==> config.mk <==
export PLATFORM = sky130hd
export DESIGN_NAME = mem_access_stage_flat
export DESIGN_NICKNAME = d
export VERILOG_FILES = /design/src/rtl/mem_access_stage_if.sv /design/src/rtl/mem_access_stage.sv /design/src/flat_wrapper.sv
export SDC_FILE = /design/constraint.sdc
export NUM_CORES = 1
export LEC_CHECK = 0
export CELL_PAD_IN_SITES_DETAIL_PLACEMENT = 1
export CELL_PAD_IN_SITES_GLOBAL_PLACEMENT = 1
export CORE_AREA = 2 2 134 136
export DETAILED_ROUTE_END_ITERATION = 10
export DIE_AREA = 0 0 136 138
export GPL_TIMING_DRIVEN = 0
export MAX_ROUTING_LAYER = met4
export PLACE_DENSITY_LB_ADDON = 0.12
export SYNTH_ARGS = -nofsm -noshare
export SYNTH_HDL_FRONTEND = slang
export SYNTH_SLANG_ARGS = --single-unit
==> constraint.sdc <==
create_clock -name clk -period 3.7 [get_ports clk]
set_input_delay 0.74 -clock clk [delete_from_list [all_inputs] [get_ports clk]]
set_output_delay 0.74 -clock clk [all_outputs]
set_load 0.1 [all_outputs]
==> src/rtl/mem_access_stage_if.sv <==
// Data-memory request/acknowledge bus between the memory-access stage (master)
// and the data memory (slave).
interface mem_access_stage_if #(
    parameter int DATA_W = 32
);
    logic              dmem_req;
    logic              dmem_we;
    logic [DATA_W-1:0] dmem_addr;
    logic [DATA_W-1:0] dmem_wdata;
    logic [DATA_W-1:0] dmem_rdata;
    logic              dmem_ack;

    modport master (
        output dmem_req,
        output dmem_we,
        output dmem_addr,
        output dmem_wdata,
        input  dmem_rdata,
        input  dmem_ack
    );

    modport slave (
        input  dmem_req,
        input  dmem_we,
        input  dmem_addr,
        input  dmem_wdata,
        output dmem_rdata,
        output dmem_ack
    );
endinterface

==> src/rtl/mem_access_stage.sv <==
// Memory-access pipeline stage: drives the data-memory bus, stalls while an access
// is outstanding and registers the M/W boundary. Optional abort-on-timeout: MEM_TIMEOUT_EN.
module mem_access_stage #(
    parameter int DATA_W  = 32,
    parameter int TIMEOUT = 16
) (
    input  logic              clk,
    input  logic              rst,
    input  logic              RegWriteM,
    input  logic              MemWriteM,
    input  logic              ResultSrcM,
    input  logic [5:0]        RD_M,
    input  logic [DATA_W-1:0] PCPlus4M,
    input  logic [DATA_W-1:0] WriteDataM,
    input  logic [DATA_W-1:0] ALU_ResultM,
    mem_access_stage_if.master dmem,
    output logic              StallM,
    output logic              RegWriteW,
    output logic              ResultSrcW,
    output logic [5:0]        RD_W,
    output logic [DATA_W-1:0] ALU_ResultW,
    output logic [DATA_W-1:0] ReadDataW,
    output logic [DATA_W-1:0] PCPlus4W,
    output logic [DATA_W-1:0] ResultW,
    output logic              misalign_err,
    output logic              timeout_err
);
    typedef enum logic [0:0] {
        IDLE = 1'b0,
        WAIT = 1'b1
    } state_t;

    state_t state_r;
    logic   memop_s;
    logic   misaligned_s;
    logic   misalign_drop_s;
    logic   want_req_s;
    logic   timeout_s;
    logic   req_s;
    logic   done_s;
    logic   bubble_s;

    assign memop_s         = MemWriteM | ResultSrcM;
    assign misaligned_s    = memop_s & (ALU_ResultM[1:0] != 2'b00);
    assign misalign_drop_s = (state_r == IDLE) & misaligned_s;
    assign want_req_s      = (state_r == WAIT) | (memop_s & ~misaligned_s);

    // Gating with rst makes the request vanish the instant reset is asserted.
    assign req_s    = rst & want_req_s & ~timeout_s;
    assign done_s   = req_s & dmem.dmem_ack;
    assign StallM   = req_s & ~dmem.dmem_ack;
    assign bubble_s = misalign_drop_s | StallM | timeout_s;

    assign dmem.dmem_req   = req_s;
    assign dmem.dmem_we    = MemWriteM;
    assign dmem.dmem_addr  = ALU_ResultM;
    assign dmem.dmem_wdata = WriteDataM;

    assign ResultW = ResultSrcW ? ReadDataW : ALU_ResultW;

`ifdef MEM_TIMEOUT_EN
    localparam int CNT_W = $clog2(TIMEOUT + 1);
    logic [CNT_W-1:0] cnt_r;

    // Wait counter: primed to 1 from IDLE, counts WAIT cycles and saturates at TIMEOUT.
    always_ff @(posedge clk or negedge rst) begin
        if (!rst) begin
            cnt_r <= '0;
        end else if (state_r == IDLE) begin
            cnt_r <= CNT_W'(1);
        end else if (cnt_r != CNT_W'(TIMEOUT)) begin
            cnt_r <= cnt_r + CNT_W'(1);
        end else begin
            cnt_r <= cnt_r;
        end
    end

    // A same-cycle ack takes priority over the abort.
    assign timeout_s = (state_r == WAIT) & (cnt_r == CNT_W'(TIMEOUT)) & ~dmem.dmem_ack;
`else
    assign timeout_s = 1'b0;
`endif

    // Access FSM, M/W boundary registers and error pulses.
    always_ff @(posedge clk or negedge rst) begin
        if (!rst) begin
            state_r      <= IDLE;
            RegWriteW    <= 1'b0;
            ResultSrcW   <= 1'b0;
            RD_W         <= 6'h00;
            ALU_ResultW  <= '0;
            ReadDataW    <= '0;
            PCPlus4W     <= '0;
            misalign_err <= 1'b0;
            timeout_err  <= 1'b0;
        end else begin
            case (state_r)
                IDLE: begin
                    if (req_s && !dmem.dmem_ack) begin
                        state_r <= WAIT;
                    end else begin
                        state_r <= IDLE;
                    end
                end
                WAIT: begin
                    if (done_s || timeout_s) begin
                        state_r <= IDLE;
                    end else begin
                        state_r <= WAIT;
                    end
                end
                default: state_r <= IDLE;
            endcase

            RegWriteW   <= RegWriteM & ~bubble_s;
            ResultSrcW  <= ResultSrcM;
            RD_W        <= RD_M;
            ALU_ResultW <= ALU_ResultM;
            PCPlus4W    <= PCPlus4M;
            if (done_s && ResultSrcM && !MemWriteM) begin
                ReadDataW <= dmem.dmem_rdata;
            end else begin
                ReadDataW <= ReadDataW;
            end
            misalign_err <= misalign_drop_s;
            timeout_err  <= timeout_s;
        end
    end
endmodule

==> src/flat_wrapper.sv <==
// flat-port wrapper written by rule: the top's interface ports become plain ports
module mem_access_stage_flat 
#(
    parameter int DATA_W  = 32,
    parameter int TIMEOUT = 16
)
  (clk, rst, RegWriteM, MemWriteM, ResultSrcM, RD_M, PCPlus4M, WriteDataM, ALU_ResultM, StallM, RegWriteW, ResultSrcW, RD_W, ALU_ResultW, ReadDataW, PCPlus4W, ResultW, misalign_err, timeout_err, dmem_dmem_req, dmem_dmem_we, dmem_dmem_addr, dmem_dmem_wdata, dmem_dmem_rdata, dmem_dmem_ack);
  mem_access_stage_if #(.DATA_W(DATA_W)) dmem_i ();
  input  logic clk;
  input  logic rst;
  input  logic RegWriteM;
  input  logic MemWriteM;
  input  logic ResultSrcM;
  input  logic [5:0] RD_M;
  input  logic [DATA_W-1:0] PCPlus4M;
  input  logic [DATA_W-1:0] WriteDataM;
  input  logic [DATA_W-1:0] ALU_ResultM;
  output logic StallM;
  output logic RegWriteW;
  output logic ResultSrcW;
  output logic [5:0] RD_W;
  output logic [DATA_W-1:0] ALU_ResultW;
  output logic [DATA_W-1:0] ReadDataW;
  output logic [DATA_W-1:0] PCPlus4W;
  output logic [DATA_W-1:0] ResultW;
  output logic misalign_err;
  output logic timeout_err;
  output wire logic [$bits(dmem_i.dmem_req)-1:0] dmem_dmem_req;
  output wire logic [$bits(dmem_i.dmem_we)-1:0] dmem_dmem_we;
  output wire logic [$bits(dmem_i.dmem_addr)-1:0] dmem_dmem_addr;
  output wire logic [$bits(dmem_i.dmem_wdata)-1:0] dmem_dmem_wdata;
  input wire logic [$bits(dmem_i.dmem_rdata)-1:0] dmem_dmem_rdata;
  input wire logic [$bits(dmem_i.dmem_ack)-1:0] dmem_dmem_ack;
  assign dmem_dmem_req = dmem_i.dmem_req;
  assign dmem_dmem_we = dmem_i.dmem_we;
  assign dmem_dmem_addr = dmem_i.dmem_addr;
  assign dmem_dmem_wdata = dmem_i.dmem_wdata;
  assign dmem_i.dmem_rdata = dmem_dmem_rdata;
  assign dmem_i.dmem_ack = dmem_dmem_ack;
  mem_access_stage #(.DATA_W(DATA_W), .TIMEOUT(TIMEOUT)) u_core (.clk(clk), .rst(rst), .RegWriteM(RegWriteM), .MemWriteM(MemWriteM), .ResultSrcM(ResultSrcM), .RD_M(RD_M), .PCPlus4M(PCPlus4M), .WriteDataM(WriteDataM), .ALU_ResultM(ALU_ResultM), .dmem(dmem_i), .StallM(StallM), .RegWriteW(RegWriteW), .ResultSrcW(ResultSrcW), .RD_W(RD_W), .ALU_ResultW(ALU_ResultW), .ReadDataW(ReadDataW), .PCPlus4W(PCPlus4W), .ResultW(ResultW), .misalign_err(misalign_err), .timeout_err(timeout_err));
endmodule
==> flow_summary.toml, run 1 <==
[worst_setup_path]
cp-endpoint = "ResultW[10]"
startpoint_type = "flop"
r2r_cells = 3
cp_data_arrival_time_ps = 2640
r2r_setup_slack_ps = 2420
critPathMaxFanout = 10
crit_path_end_kind = "primary output"
reg2reg_to = "u_core.ReadDataW[13]"
worstSetupPathType = "flop to primary output"
critical_path.startpoint = "u_core.ResultSrcW"
cp.required_ps = 2960

[sta]
fmax_mhz = 296.2
grt_setup_unrepaired = "false"
finalCritPeriodShare_pct = 91.26
min_period_ps = 3376
hold_viol = 0
finalSetupViolCount = 0
worst_slew_pin_slew_ps = 1029
slew_viol_final = 0
slew_headroom_pct = 31.18
skew_ps = 5.241

[die]
fp-row-count = 49
io-pin-count = 345
initial_core_util_pct = 23.68
die-area_mm2 = 0.01877
die_w_um = 136
core_area_mm2 = 0.01753
die_h_um = 138

[pwr]
p_leak_nw = 3.389
power.density_mw_per_mm2 = 640.3
total_power_w = 0.005037
peakVddDrop_mv = 0.3282

[logic_synthesis]
synth_area_leaders = "dfrtp_1 (64%), buf_4 (12%), mux2_4 (11%)"
postSynthRegisterBits = 106
syn_area_mm2 = 0.004151
ys_warn_count = 0
synth_ff_type = "dfrtp_1"
synth_edf_count = 0
synth_most_common_cell = "dfrtp_1"
ys_async_sr_fraction_pct = 100.0
syn-num-nets = 398
ys_top_cells_by_count = "dfrtp_1 (106), buf_4 (66), mux2_2 (32)"
yosys.area.top_type_share_pct = 63.89
syn_area_per_cell_um2 = 16.09
yosysUniqueCellTypes = 20
seq_area_frac_synth_pct = 63.89
synth_top_area_cell = "dfrtp_1"
synth_cells = 258

[placed_design]
place_hpwl_um = 10780
routabilityCongestion = 0.7477
portBuffers = 311

[routing]
vias = 3191
drc = 0
postRouteAntennaNets = 0
routed_via_density = 3.920
drt_first_pass_iters = 4
wire_per_inst_um = 16.65
routed_wl_um = 13550
drtIter0Drc = 93

[clock_tree]
cts_sinks = 106
insertion_delay_ps = 350
cts_made_buffers = 9
cts_tree = "done"
root_buffer = "clkbuf_16"
cts_hold_buf = 0
clkTransAtPathRegs_ps = 80
cts_buffer_depth = 2
htree_levels = 3

[global_routing]
grt_first_pass_wirelength_um = 20820
grt_overflow = 0
grt_usage_pct = 15.04
grt_pass1_vias = 3631
grt_max_degree = 59
antenna_found_initial = 0

[worst_hold_path]
worstHoldPathType = "input pin to async pin"

[finish]
final_core_util_pct = 44.86
drive_above_1_share_pct = 26.32
syn_to_final_growth_pct = 89.48
nets = 721
n_fill_cell = 1836
antenna_cells = 0

[status]
status = "finished, final reports clean"

[run]
maxCapViolCount = 0
==> where the power goes <==
part           switching, W  internal, W
registers         0.0000983      0.00130
clock network      0.000449     0.000484
logic               0.00201     0.000698
total               0.00256      0.00248
==> cell usage in the layout (no fill, tap or decap), drive strengths merged, types with 3 or more instances in the layout <==
master,n
dfrtp,106
inv,6
clkbuf,11
nor2,3
buf,74
mux2,64
clkdlybuf4s50,308
==> registers in the layout, indices dropped and copies added, names as in the netlist, named ones only <==
name,count
u_core.ALU_ResultW,32
u_core.PCPlus4W,32
u_core.ReadDataW,32
u_core.RD_W,6
u_core.RegWriteW,1
u_core.ResultSrcW,1
u_core.misalign_err,1
==> kinds of logic after synthesis <==
logic type	count (synthesis)	share of synthesized area [%]
other	1	0.09033
DFF	106	63.89
buffers and inverters	75	14.01
muxes	64	20.07
and+or+nand+nor	8	1.025
AOI/OAI and AO/OA	4	0.9040
==> repair_timing <==
action                                  in CTS  in global routing
pin swaps                                    0                  0
gates resized for setup                      1                  1
setup buffers                                0                  0
cloned                                       0                  0
endpoints found under the hold margin        0                  0
endpoints found under the setup margin       1                  1
==> worst min-delay path by stage <==
stage / slack (ps) / from / end / depth (start not counted)
floorplan: 440 / rst / async pin / 0
global placement: 520 / u_core.ReadDataW[28] / u_core.ReadDataW[28] / 1
detailed placement: 520 / u_core.ReadDataW[27] / u_core.ReadDataW[27] / 1
CTS: 450 / rst / u_core.PCPlus4W[26] / 1
global route: 480 / rst / u_core.PCPlus4W[26] / 1
finish: 430 / rst / u_core.PCPlus4W[26] / 1
==> through the flow <==
stage	TNS [ps]	hold slack, ps	instance area, um2	std cells	worst slack [ps]
global placement	-360060	520.5	7556	798	-4171
detailed placement	-20.76	521.4	7581	799	-20.76
CTS	0	453.1	7864	814	30.58
finish	0	426.3	7866	814	323.5
floorplan	0	444.4	4156	258	644.4
global route	0	480.8	7866	814	108.1
==> metal layers <==
metal	global-route usage, %	part of all wire [%]	vias up	wire length, um
li1	-	-	1436	-
met1	16.32	37	1555	4993
met2	26.58	54	179	7361
met3	2.750	6.1	21	822
met4	6.469	2.8	0	374
met5	-	0	-	0
==> critical path: stages (launching register included) <==
cell             delay, ps
dfrtp_1                360
clkbuf_1               220
buf_2                  340
mux2_2                 210
clkdlybuf4s50_1       1150
==> layout make-up <==
cell class,count,area (um2),share of cell area [%]
plain buffers,73,574.3,7.301
clock buffers,10,239.0,3.038
clock inverters,5,45.04,0.5726
inverters,2,7.507,0.09544
multi-input cells,77,922.1,11.72
flip-flops and latches,106,2653,33.72
well taps,229,286.5,3.642
repair buffers,312,3139,39.91
(Power assumes the default switching activity.)
==> run 2, diff against run 1 <==
SKIP_CTS_REPAIR_TIMING = 1   (was unset)
==> flow_summary.toml, run 2 (synthesized netlist as in run 1, its figures left out) <==
[sta]
setup_slack_ps = 321.2
worst_slew_pin_slew_ps = 1029
min_period_ps = 3379
grt_setup_unrepaired = "false"
slew_viol_final = 0
slew_headroom_pct = 31.18
hold_viol = 0
fmax_mhz = 296.0
finalSetupViolCount = 0
tns_ps = 0
skew_ps = 5.261
finalCritPeriodShare_pct = 91.32

[clock_tree]
root_buffer = "clkbuf_16"
clkTransAtPathRegs_ps = 80
cts_sinks = 106
insertion_delay_ps = 350
cts_tree = "done"
cts_buffer_depth = 2
cts_made_buffers = 9
htree_levels = 3

[global_routing]
grt_usage_pct = 15.04
grt_first_pass_wirelength_um = 20820
grt_pass1_vias = 3631
antenna_found_initial = 0
grt_overflow = 0
grt_max_degree = 59

[worst_setup_path]
critPathMaxStageDelay_ps = 1150
startpoint_type = "flop"
worstPathCellList = "clkbuf_1 -> buf_2 -> mux2_2 -> clkdlybuf4s50_1"
crit_path_end_kind = "primary output"
cp_data_arrival_time_ps = 2640
path_buf_inv = 3
cp.required_ps = 2960
worstSetupPathType = "flop to primary output"
critPathTopFamily = "buffers and inverters"
r2r_setup_slack_ps = 2420
critPathMaxFanout = 10
slowest_stage = "clkdlybuf4s50_1"

[routing]
wire_per_inst_um = 16.64
drc = 0
drt_first_pass_iters = 4
routed_via_density = 3.928
routed_wl_um = 13550
vias = 3197
drtIter0Drc = 94
postRouteAntennaNets = 0

[finish]
layout_commonest_cell = "clkdlybuf4s50_1"
multi_input_area_um2 = 922.1
nets = 721
drive_above_1_share_pct = 26.32
syn_to_final_growth_pct = 89.57
n_fill_cell = 1835
design_area_mm2 = 0.007870
reg.largest.list = "u_core.ALU_ResultW x32, u_core.PCPlus4W x32, u_core.ReadDataW x32"
final_cell_mix = "clkdlybuf4s50_1 (308), dfrtp_1 (106), buf_4 (67), mux2_2 (32), mux2_4 (30)"
register_area_mm2 = 0.002653
antenna_cells = 0

[placed_design]
portBuffers = 311
dpl_worst_slack_ps = -20.76
postPlaceCellArea_mm2 = 0.007581
routabilityCongestion = 0.7477
place_hpwl_um = 10780

[pwr]
total_power_w = 0.005036
p_leak_nw = 3.402
power.density_mw_per_mm2 = 639.9
peakVddDrop_mv = 0.3282

[die]
die-area_mm2 = 0.01877
fp-row-count = 49
initial_core_util_pct = 23.68
core_area_mm2 = 0.01753
die_h_um = 138
io-pin-count = 345
die_w_um = 136

[status]
status = "finished, final reports clean"

[run]
maxCapViolCount = 0

[worst_hold_path]
worstHoldPathType = "input pin to async pin"
-- run 2: per-stage QoR --
stage	util [%]	std cells	hold WS, ps
after CTS	44.86	814	453.1
after global placement	43.09	798	520.5
after floorplan	-	258	444.4
after global routing	44.88	814	480.8
after detailed placement	43.24	799	521.4
final	44.88	814	427.0
-- run 2: worst paths after layout --
check / from / cells past startpoint / end
worst max register to register: flop / 3 / u_core.ReadDataW[13]
worst min register to register: u_core.ReadDataW[31] / 1 / u_core.ReadDataW[31]
max in group asynchronous: rst / 2 / u_core.ReadDataW[13]
min in group clk: u_core.ReadDataW[31] / 1 / u_core.ReadDataW[31]
worst max-delay path: u_core.ResultSrcW / 4 / ResultW[10]
worst min-delay path: rst / 1 / u_core.PCPlus4W[26]
-- run 2: cell type report --
type / instances / area share, %
clock inverter: 5 / 0.5723
clock buffer: 10 / 3.037
inverter: 2 / 0.09539
timing repair buffer: 312 / 39.94
multi-input combinational: 77 / 11.72
tap: 229 / 3.641
sequential: 106 / 33.70
buffer: 73 / 7.297
-- run 2: report_power, final --
group / internal (W) / total, W / leakage [nW] / switching [W]
Clock: 0.000484 / 0.000932 / 0.138 / 0.000448
Combinational: 0.000698 / 0.00271 / 2.00 / 0.00201
Sequential: 0.00130 / 0.00139 / 1.27 / 0.0000981
-- run 2: per-layer routing --
layer | part of all wire (%) | track usage, %
met3 | 6.1 | 2.750
met4 | 2.8 | 6.469
met2 | 54 | 26.58
met5 | 0 | -
met1 | 37 | 16.32
-- run 2: worst register-to-register path, stage by stage (launching register included) --
cell and delay (ps):
dfrtp_1 410, o21a_4 280, buf_12 170, mux2_4 300
